File: src/rtl/port_stats_agg_if.sv
// Register-table write port: one outstanding write request, completed by a
// single-cycle acknowledge from the register-table arbiter.
interface port_stats_agg_if;
    logic [6:0]  port_addr;
    logic [15:0] port_din;
    logic        port_req;
    logic        port_ack;

    modport master (output port_addr, output port_din, output port_req, input port_ack);
    modport slave  (input port_addr, input port_din, input port_req, output port_ack);
endinterface

File: src/rtl/port_stats_agg.sv
// Per-port RX/TX frame statistics: drains status FIFOs into saturating live
// counters and, on every window tick, reports a 16-bit snapshot to the register table.
module port_stats_agg #(
    parameter int         NPORT    = 4,
    parameter int         CNT_W    = 32,
    parameter logic [6:0] REG_BASE = 7'h10
) (
    input  logic                  clk,
    input  logic                  rst,
    input  logic                  time_rst,
    port_stats_agg_if.master      reg_if,
    output logic [NPORT-1:0]      rx_status_fifo_rd,
    input  logic [16*NPORT-1:0]   rx_status_fifo_dout,
    input  logic [NPORT-1:0]      rx_status_fifo_empty,
    output logic [NPORT-1:0]      tx_status_fifo_rd,
    input  logic [16*NPORT-1:0]   tx_status_fifo_dout,
    input  logic [NPORT-1:0]      tx_status_fifo_empty,
    output logic                  busy,
    output logic                  overrun
);
    typedef enum logic [1:0] {D_IDLE, D_WAIT, D_CAPT} drain_e;
    typedef enum logic [1:0] {S_IDLE, S_SETUP, S_WAIT_ACK, S_GAP} seq_e;

    localparam int NWORD = 4 * NPORT;
    localparam int IW    = $clog2(NWORD);

    function automatic drain_e next_drain(input drain_e st, input logic empty);
        case (st)
            D_IDLE:  return empty ? D_IDLE : D_WAIT;
            D_WAIT:  return D_CAPT;
            default: return D_IDLE;
        endcase
    endfunction

    // A capture coinciding with the window clear seeds the new window.
    function automatic logic [CNT_W-1:0] accum(input logic [CNT_W-1:0] cur,
                                               input logic [CNT_W-1:0] inc,
                                               input logic capt, input logic clr);
        logic [CNT_W:0] sum;
        sum = {1'b0, cur} + {1'b0, inc};
        if (clr)   return capt ? inc : '0;
        if (!capt) return cur;
        return sum[CNT_W] ? '1 : sum[CNT_W-1:0];
    endfunction

    function automatic logic [15:0] sat16(input logic [CNT_W-1:0] v);
        logic [CNT_W+15:0] w;
        w = {16'h0000, v};
        return (w[CNT_W+15:16] != '0) ? 16'hFFFF : w[15:0];
    endfunction

    logic [NPORT-1:0][CNT_W-1:0] rx_bytes_w, tx_bytes_w, rx_frames_w, rx_crc_w;

    seq_e            seq_q, seq_d;
    logic [IW-1:0]   idx_q, idx_d;
    logic [6:0]      addr_q, addr_d;
    logic [15:0]     din_q, din_d;
    logic            req_q, req_d;
    logic            busy_q, busy_d;
    logic            ovr_q, ovr_d;
    logic [15:0]     snap_q [NWORD];
    logic [15:0]     snap_d [NWORD];
    logic            accept;

    assign accept = time_rst && !busy_q;

    genvar gi;
    for (gi = 0; gi < NPORT; gi++) begin : g_port
        drain_e           rx_st_q, rx_st_d, tx_st_q, tx_st_d;
        logic [CNT_W-1:0] rx_bytes_q, rx_bytes_d, rx_frames_q, rx_frames_d;
        logic [CNT_W-1:0] rx_crc_q, rx_crc_d, tx_bytes_q, tx_bytes_d;
        logic [15:0]      rx_word, tx_word;
        logic             rx_capt, tx_capt;
        logic             unused_bits;

        assign rx_word = rx_status_fifo_dout[16*gi +: 16];
        assign tx_word = tx_status_fifo_dout[16*gi +: 16];
        assign rx_capt = (rx_st_q == D_CAPT);
        assign tx_capt = (tx_st_q == D_CAPT);
        assign rx_status_fifo_rd[gi] = (rx_st_q == D_IDLE) && !rx_status_fifo_empty[gi];
        assign tx_status_fifo_rd[gi] = (tx_st_q == D_IDLE) && !tx_status_fifo_empty[gi];
        assign unused_bits = ^{rx_word[14:12], tx_word[15:12]};

        always_comb begin
            rx_st_d     = next_drain(rx_st_q, rx_status_fifo_empty[gi]);
            tx_st_d     = next_drain(tx_st_q, tx_status_fifo_empty[gi]);
            rx_bytes_d  = accum(rx_bytes_q, CNT_W'(rx_word[11:0]), rx_capt, time_rst);
            rx_frames_d = accum(rx_frames_q, CNT_W'(1), rx_capt, time_rst);
            rx_crc_d    = accum(rx_crc_q, CNT_W'(rx_word[15]), rx_capt, time_rst);
            tx_bytes_d  = accum(tx_bytes_q, CNT_W'(tx_word[11:0]), tx_capt, time_rst);
        end

        always_ff @(posedge clk) begin
            if (rst) begin
                rx_st_q     <= D_IDLE;
                tx_st_q     <= D_IDLE;
                rx_bytes_q  <= '0;
                rx_frames_q <= '0;
                rx_crc_q    <= '0;
                tx_bytes_q  <= '0;
            end else begin
                rx_st_q     <= rx_st_d;
                tx_st_q     <= tx_st_d;
                rx_bytes_q  <= rx_bytes_d;
                rx_frames_q <= rx_frames_d;
                rx_crc_q    <= rx_crc_d;
                tx_bytes_q  <= tx_bytes_d;
            end
        end

        assign rx_bytes_w[gi]  = rx_bytes_q;
        assign tx_bytes_w[gi]  = tx_bytes_q;
        assign rx_frames_w[gi] = rx_frames_q;
        assign rx_crc_w[gi]    = rx_crc_q;
    end

    // Snapshot takes the pre-clear live values; a tick while reporting leaves it untouched.
    always_comb begin
        for (int i = 0; i < NWORD; i++) snap_d[i] = snap_q[i];
        if (accept) begin
            for (int p = 0; p < NPORT; p++) begin
                snap_d[4*p]     = sat16(rx_bytes_w[p]);
                snap_d[4*p + 1] = sat16(tx_bytes_w[p]);
                snap_d[4*p + 2] = sat16(rx_frames_w[p]);
                snap_d[4*p + 3] = sat16(rx_crc_w[p]);
            end
        end
    end

    always_comb begin
        seq_d  = seq_q;
        idx_d  = idx_q;
        addr_d = addr_q;
        din_d  = din_q;
        req_d  = req_q;
        busy_d = busy_q;
        ovr_d  = ovr_q | (time_rst && busy_q);
        case (seq_q)
            S_IDLE: if (accept) begin
                seq_d  = S_SETUP;
                idx_d  = '0;
                req_d  = 1'b1;
                busy_d = 1'b1;
            end
            S_SETUP: seq_d = S_WAIT_ACK;
            S_WAIT_ACK: if (reg_if.port_ack) begin
                req_d = 1'b0;
                seq_d = S_GAP;
            end
            default: if (idx_q == IW'(NWORD - 1)) begin
                seq_d  = S_IDLE;
                busy_d = 1'b0;
            end else begin
                idx_d = idx_q + 1'b1;
                seq_d = S_SETUP;
                req_d = 1'b1;
            end
        endcase
        // Address and data are latched as the request rises and held until acknowledged.
        if (req_d && !req_q) begin
            addr_d = REG_BASE + 7'(idx_d);
            din_d  = snap_d[idx_d];
        end
    end

    always_ff @(posedge clk) begin
        if (rst) begin
            seq_q  <= S_IDLE;
            idx_q  <= '0;
            addr_q <= '0;
            din_q  <= '0;
            req_q  <= 1'b0;
            busy_q <= 1'b0;
            ovr_q  <= 1'b0;
            for (int i = 0; i < NWORD; i++) snap_q[i] <= '0;
        end else begin
            seq_q  <= seq_d;
            idx_q  <= idx_d;
            addr_q <= addr_d;
            din_q  <= din_d;
            req_q  <= req_d;
            busy_q <= busy_d;
            ovr_q  <= ovr_d;
            for (int i = 0; i < NWORD; i++) snap_q[i] <= snap_d[i];
        end
    end

    assign reg_if.port_addr = addr_q;
    assign reg_if.port_din  = din_q;
    assign reg_if.port_req  = req_q;
    assign busy             = busy_q;
    assign overrun          = ovr_q;
endmodule

File: src/flat_wrapper.sv
// flat-port wrapper written by rule: the top's interface ports become plain ports
module port_stats_agg_flat 
#(
    parameter int         NPORT    = 4,
    parameter int         CNT_W    = 32,
    parameter logic [6:0] REG_BASE = 7'h10
)
  (clk, rst, time_rst, rx_status_fifo_rd, rx_status_fifo_dout, rx_status_fifo_empty, tx_status_fifo_rd, tx_status_fifo_dout, tx_status_fifo_empty, busy, overrun, reg_if_port_addr, reg_if_port_din, reg_if_port_req, reg_if_port_ack);
  port_stats_agg_if reg_if_i ();
  input  logic clk;
  input  logic rst;
  input  logic time_rst;
  output logic [NPORT-1:0] rx_status_fifo_rd;
  input  logic [16*NPORT-1:0] rx_status_fifo_dout;
  input  logic [NPORT-1:0] rx_status_fifo_empty;
  output logic [NPORT-1:0] tx_status_fifo_rd;
  input  logic [16*NPORT-1:0] tx_status_fifo_dout;
  input  logic [NPORT-1:0] tx_status_fifo_empty;
  output logic busy;
  output logic overrun;
  output wire logic [$bits(reg_if_i.port_addr)-1:0] reg_if_port_addr;
  output wire logic [$bits(reg_if_i.port_din)-1:0] reg_if_port_din;
  output wire logic [$bits(reg_if_i.port_req)-1:0] reg_if_port_req;
  input wire logic [$bits(reg_if_i.port_ack)-1:0] reg_if_port_ack;
  assign reg_if_port_addr = reg_if_i.port_addr;
  assign reg_if_port_din = reg_if_i.port_din;
  assign reg_if_port_req = reg_if_i.port_req;
  assign reg_if_i.port_ack = reg_if_port_ack;
  port_stats_agg #(.NPORT(NPORT), .CNT_W(CNT_W), .REG_BASE(REG_BASE)) u_core (.clk(clk), .rst(rst), .time_rst(time_rst), .reg_if(reg_if_i), .rx_status_fifo_rd(rx_status_fifo_rd), .rx_status_fifo_dout(rx_status_fifo_dout), .rx_status_fifo_empty(rx_status_fifo_empty), .tx_status_fifo_rd(tx_status_fifo_rd), .tx_status_fifo_dout(tx_status_fifo_dout), .tx_status_fifo_empty(tx_status_fifo_empty), .busy(busy), .overrun(overrun));
endmodule
File: config.mk
export PLATFORM = sky130hd
export DESIGN_NAME = port_stats_agg_flat
export DESIGN_NICKNAME = d
export VERILOG_FILES = /design/src/rtl/port_stats_agg_if.sv /design/src/rtl/port_stats_agg.sv /design/src/flat_wrapper.sv
export SDC_FILE = /design/constraint.sdc
export NUM_CORES = 2
export LEC_CHECK = 0
export ABC_AREA = 1
export CORE_AREA = 4 4 331 333
export CTS_CLUSTER_DIAMETER = 30
export DETAILED_ROUTE_END_ITERATION = 8
export DIE_AREA = 0 0 335 337
export DONT_BUFFER_PORTS = 1
export SYNTH_ARGS = -nofsm -noshare
export SYNTH_HDL_FRONTEND = slang
export SYNTH_SLANG_ARGS = --single-unit
File: constraint.sdc
create_clock -name clk -period 4.6 [get_ports clk]
set_clock_uncertainty 0.05 [all_clocks]
set_input_delay 0.92 -clock clk [delete_from_list [all_inputs] [get_ports clk]]
set_output_delay 0.92 -clock clk [all_outputs]
set_load 0.01 [all_outputs]
==> results.md <==
- The detailed-placement wirelength estimate is around 120000 um.
- Counting instances, the worst hold path has a depth of 1.
- The switching share of power is 29.1%.
- The routed design has 167000 um of wire.
- Entering global routing, the biggest net connects 793 pins.
- During synthesis, Yosys emitted a total of 0 warnings.
- The residual DRC count is 0.
- The number of I/O pins is 174.
- In the finished design, the share of the clock period the worst path needs comes to 94.0%.
- The number of DRC markers after the initial detailed-route iteration is between 4000 and 5000.
- Of the total power, combinational logic draws between 15 and 20%.
- The worst path needs 4.33 ns of the cycle, external delays included.
- The fraction of final layout cells with drive strength greater than 1 is roughly a tenth.
- The number of antenna violations at the first check in global routing is 5.
- The number of setup buffers added after CTS is 0.
- Once the floorplan was initialized, standard cells occupied 49.7% of the core.
- Summing every instance area after synthesis gives 0.0530 mm^2.
- In this run, synthesis produced a sequential element count of 814.
- The critical path in this run is classified as in -> reg.
- The via count of the routed design is 53700.
- The sequential cell fraction of total power is 27.7%.
- In this run, distinct cell masters in the synthesized netlist total 62.
- The routed length per placed instance is 16.9 um.
- The final max-slew violation count was 567.
- The remaining global-route overflow is 0.
- The number of buffers created by CTS is 214.
- The clock tree synthesis step divided the H-tree into 4 levels.
- The die is 335 um wide.
- The power density relative to cell area is approximately 460 mW/mm^2.
- The number of nets in the final layout is 8534.
- In this run the worst hold path is classified as in -> reg.
- The data arrival at the endpoint of the critical path is 4.98 ns.
- Each instance of the synthesized netlist takes up on average 6.29 um^2.
- The flow ran to the end, but the final reports show violations.
- The first-pass detailed-route iteration total is 8.
- Across all register-to-register paths, the minimum setup slack is about 1.1 ns.
- STA classifies the critical path endpoint as a flip-flop.
- In the synthesized netlist the dominant register cell turns out to be sky130_fd_sc_hd__dfxtp_1.
- Setup violations remaining at the end of the flow were counted as 0.
- Setup repair after global routing left no endpoint under its margin.
- The via count of the first global-routing pass is just under 50000.
- Of all cell types, the one taking the most synthesized area is sky130_fd_sc_hd__dfxtp_1.
- In the layout the commonest cells are sky130_fd_sc_hd__nand2_1, sky130_fd_sc_hd__nor2_1, sky130_fd_sc_hd__nand3_1, sky130_fd_sc_hd__dfxtp_1, sky130_fd_sc_hd__a21oi_1.
- Yosys attributes the largest share of cell area to sky130_fd_sc_hd__dfxtp_1, sky130_fd_sc_hd__nand2_1, sky130_fd_sc_hd__nand3_1.
- The count of hold-fix buffers inserted at cts is 0.
- The count of nets left with antenna violations once routing finished came out at 0.
- The first global-routing pass estimated 267000 um of wire.
- The reg-to-reg critical path endpoint is u_core.reg_if.port_din[13]$_SDFFE_PP0P_.
- The cell leakage power is 25.8 nW.
- STA puts the critical path data required time at 5.25 ns.
- The relative slew slack is -191%.
- The tree is rooted in a sky130_fd_sc_hd__clkbuf_16.
- The area of the core is 0.107 mm^2.
- Setup slack on the critical path of the routed design comes to approximately 0.27 ns.
- Relative to the synthesized area, the layout overhead comes to 15.2%.
- The latest clock arrival within the worst-skew pair is 0.80 ns.
- The clock net in this run drives a total of 814 sinks.
- The cell count after synthesis is 8428.
- The checks that failed: max-slew violations.
- Summed over all failing endpoints, the final setup total negative slack is 0 ns.
- For the worst flop-to-flop path, the logic depth is 11.
- Summing the sequential cell areas from Yosys gives 30.8% of the chip area.
- The TritonCTS clock tree is yes.
- Cell internal power was estimated by the tool at 20.0 mW.
- The reported max-cap violation count is 0.
- The quantity of I/O buffers inserted on ports is 0.
- The number of hold violations in the final report is 0.
- The fraction of synthesis flops using an asynchronous set or reset pin is 0%.
- At the pin with the least slew margin, the transition time is 4.37 ns.
- The worst register-to-register path begins at u_core.busy$_SDFFE_PP0P_.
- The area of the die is between 0.1 and 0.15 mm^2.
- The maximum vdd drop is 0.348 mV.
- Summed over all nets, the switching power comes to between 8 and 9 mW.
- The die height is 337 um.
- The fraction of power consumed by the clock network is 55.4%.
- The largest fanout of any net on the critical path is 792.
- The most frequent standard cell in the layout excluding fill and tap cells is sky130_fd_sc_hd__nand2_1.
- Timing would allow up to 0.231 GHz.
- Using the TritonRoute via totals, the vias-per-cell ratio works out to 5.44.
- The number of enable-type register cells in the synthesized netlist is 0.
- The floorplan has 120 rows.
- STA classifies the critical path startpoint as a primary input.
- The clock-pin slew on the worst setup and hold paths is approximately 0.050 ns.
- The congestion estimate from routability-driven global placement came to 0.950.
- The startpoint identified for the worst hold timing path is tx_status_fifo_empty[2].
- The total routing usage reported by global routing is 28.7%.
- The clock passes through at most 3 buffers.
- The post-placement setup slack is 1.09 ns.
- The post-cts gate resize count is 0.
- For hold timing, the worst endpoint is u_core.g_port[2].tx_st_q[0]$_SDFF_PP0_.
- The top cell type by area accounts for between 30% and 40% of the synthesized area.
## synthesized netlist by cell type (22+ instances only)
master                        n
sky130_fd_sc_hd__inv_2       25
sky130_fd_sc_hd__xnor2_1     76
sky130_fd_sc_hd__nand3b_1    34
sky130_fd_sc_hd__buf_4       27
sky130_fd_sc_hd__or2_2      245
sky130_fd_sc_hd__nor4_1      58
sky130_fd_sc_hd__nand2_1   2470
sky130_fd_sc_hd__xor2_1     197
sky130_fd_sc_hd__nand3_1    915
sky130_fd_sc_hd__inv_1      525
sky130_fd_sc_hd__nor3_2      22
sky130_fd_sc_hd__clkbuf_1   205
sky130_fd_sc_hd__dfxtp_1    814
sky130_fd_sc_hd__a31oi_1     68
sky130_fd_sc_hd__nand4_1    143
sky130_fd_sc_hd__a21oi_1    565
sky130_fd_sc_hd__o21a_1      24
sky130_fd_sc_hd__o21ai_0    217
sky130_fd_sc_hd__buf_1       33
sky130_fd_sc_hd__nor3_1     178
sky130_fd_sc_hd__buf_2      141
sky130_fd_sc_hd__nor2_1    1018
sky130_fd_sc_hd__ha_1       113
sky130_fd_sc_hd__o21bai_1    25
sky130_fd_sc_hd__o21ai_1     64
## layout make-up
cell class	count	area (um^2)
timing repair buffer	46	445
sequential	814	16300
antenna	4	10.0
clock inverter	136	1820
multi-input combinational	6645	32800
clock buffer	271	5830
fill	10700	45600
inverter	552	2080
tap	1403	1760
## sequential cells by signal, summed over array words and instances, names as in the netlist
signal	count
u_core.g_port.rx_crc_q	128
u_core.reg_if.port_din	16
u_core.reg_if.port_addr	5
u_core.g_port.tx_bytes_q	128
u_core.seq_q	2
u_core.g_port.rx_bytes_q	128
u_core.g_port.rx_frames_q	128
u_core.reg_if.port_req	1
u_core.g_port.rx_st_q	8
u_core.busy	1
u_core.overrun	1
u_core.idx_q	4
u_core.snap_q	256
u_core.g_port.tx_st_q	8
## metrics by stage
| step | hold WS (ns) | area, um^2 | total power [mW] | utilization (%) | std cells |
|---|---|---|---|---|---|
| global route | 0.125 | 61000 | 29.4 | 57.2 | 9869 |
| floorplan | 0.371 | 53000 | 11.4 | - | 8429 |
| finish | 0.160 | 61000 | 28.2 | 57.2 | 9871 |
| CTS | 0.103 | 61000 | 28.4 | 57.2 | 9867 |
| global placement | 0.381 | 53400 | 12.6 | 50.1 | 9460 |
| detailed placement | 0.390 | 53400 | 12.6 | 50.1 | 9460 |
## cell families (layout without fill, tap and decap cells)
family	count (synthesis)	count (layout)	share of synthesized area, %
DFF	814	814	30.8
other	1	6	0.00708
adders and majority gates	121	121	2.97
and+or+nand+nor	5202	5202	43.4
AOI/OAI and AO/OA	1047	1047	10.8
xor gates and xnor gates	273	273	4.51
buffers and inverters	970	1005	7.56
## critical path, stage by stage
cell                      delay (ns)
sky130_fd_sc_hd__inv_1          2.03
sky130_fd_sc_hd__o21ai_0        0.20
sky130_fd_sc_hd__a21oi_1        0.17
## layer usage
layer	vias to the layer above	track usage, %	share of wire (%)
met5	-	0	0.0084
met4	2	10.5	3.2
met3	312	6.01	6.5
met2	1355	45.6	45
met1	24700	38.6	46
li1	27400	-	-
## worst max-delay path by stage
stage / start / to / slack [ns] / cells after the start
6_report: rst / u_core.reg_if.port_addr[0]$_SDFFE_PP0P_ / 0.27 / 3
5_1_grt: u_core.busy$_SDFFE_PP0P_ / u_core.reg_if.port_din[13]$_SDFFE_PP0P_ / 0.91 / 11
4_1_cts: u_core.busy$_SDFFE_PP0P_ / u_core.reg_if.port_din[13]$_SDFFE_PP0P_ / 1.11 / 11
3_5_place_dp: rx_status_fifo_dout[32] / u_core.g_port[2].rx_bytes_q[2]$_SDFFE_PP0P_ / 1.09 / 11
3_3_place_gp: rx_status_fifo_dout[32] / u_core.g_port[2].rx_bytes_q[2]$_SDFFE_PP0P_ / 1.13 / 11
2_1_floorplan: rx_status_fifo_dout[48] / u_core.g_port[3].rx_bytes_q[0]$_SDFFE_PP0P_ / 1.66 / 12
## power groups by stage
stage	combinational [mW]	clock, mW	sequential [mW]
3_3_place_gp	4.68	0	7.91
2_1_floorplan	3.57	0	7.80
5_1_grt	5.28	16.3	7.85
6_report	4.76	15.6	7.82
3_5_place_dp	4.71	0	7.93
4_1_cts	4.75	15.9	7.80
(Power assumes the default switching activity.)
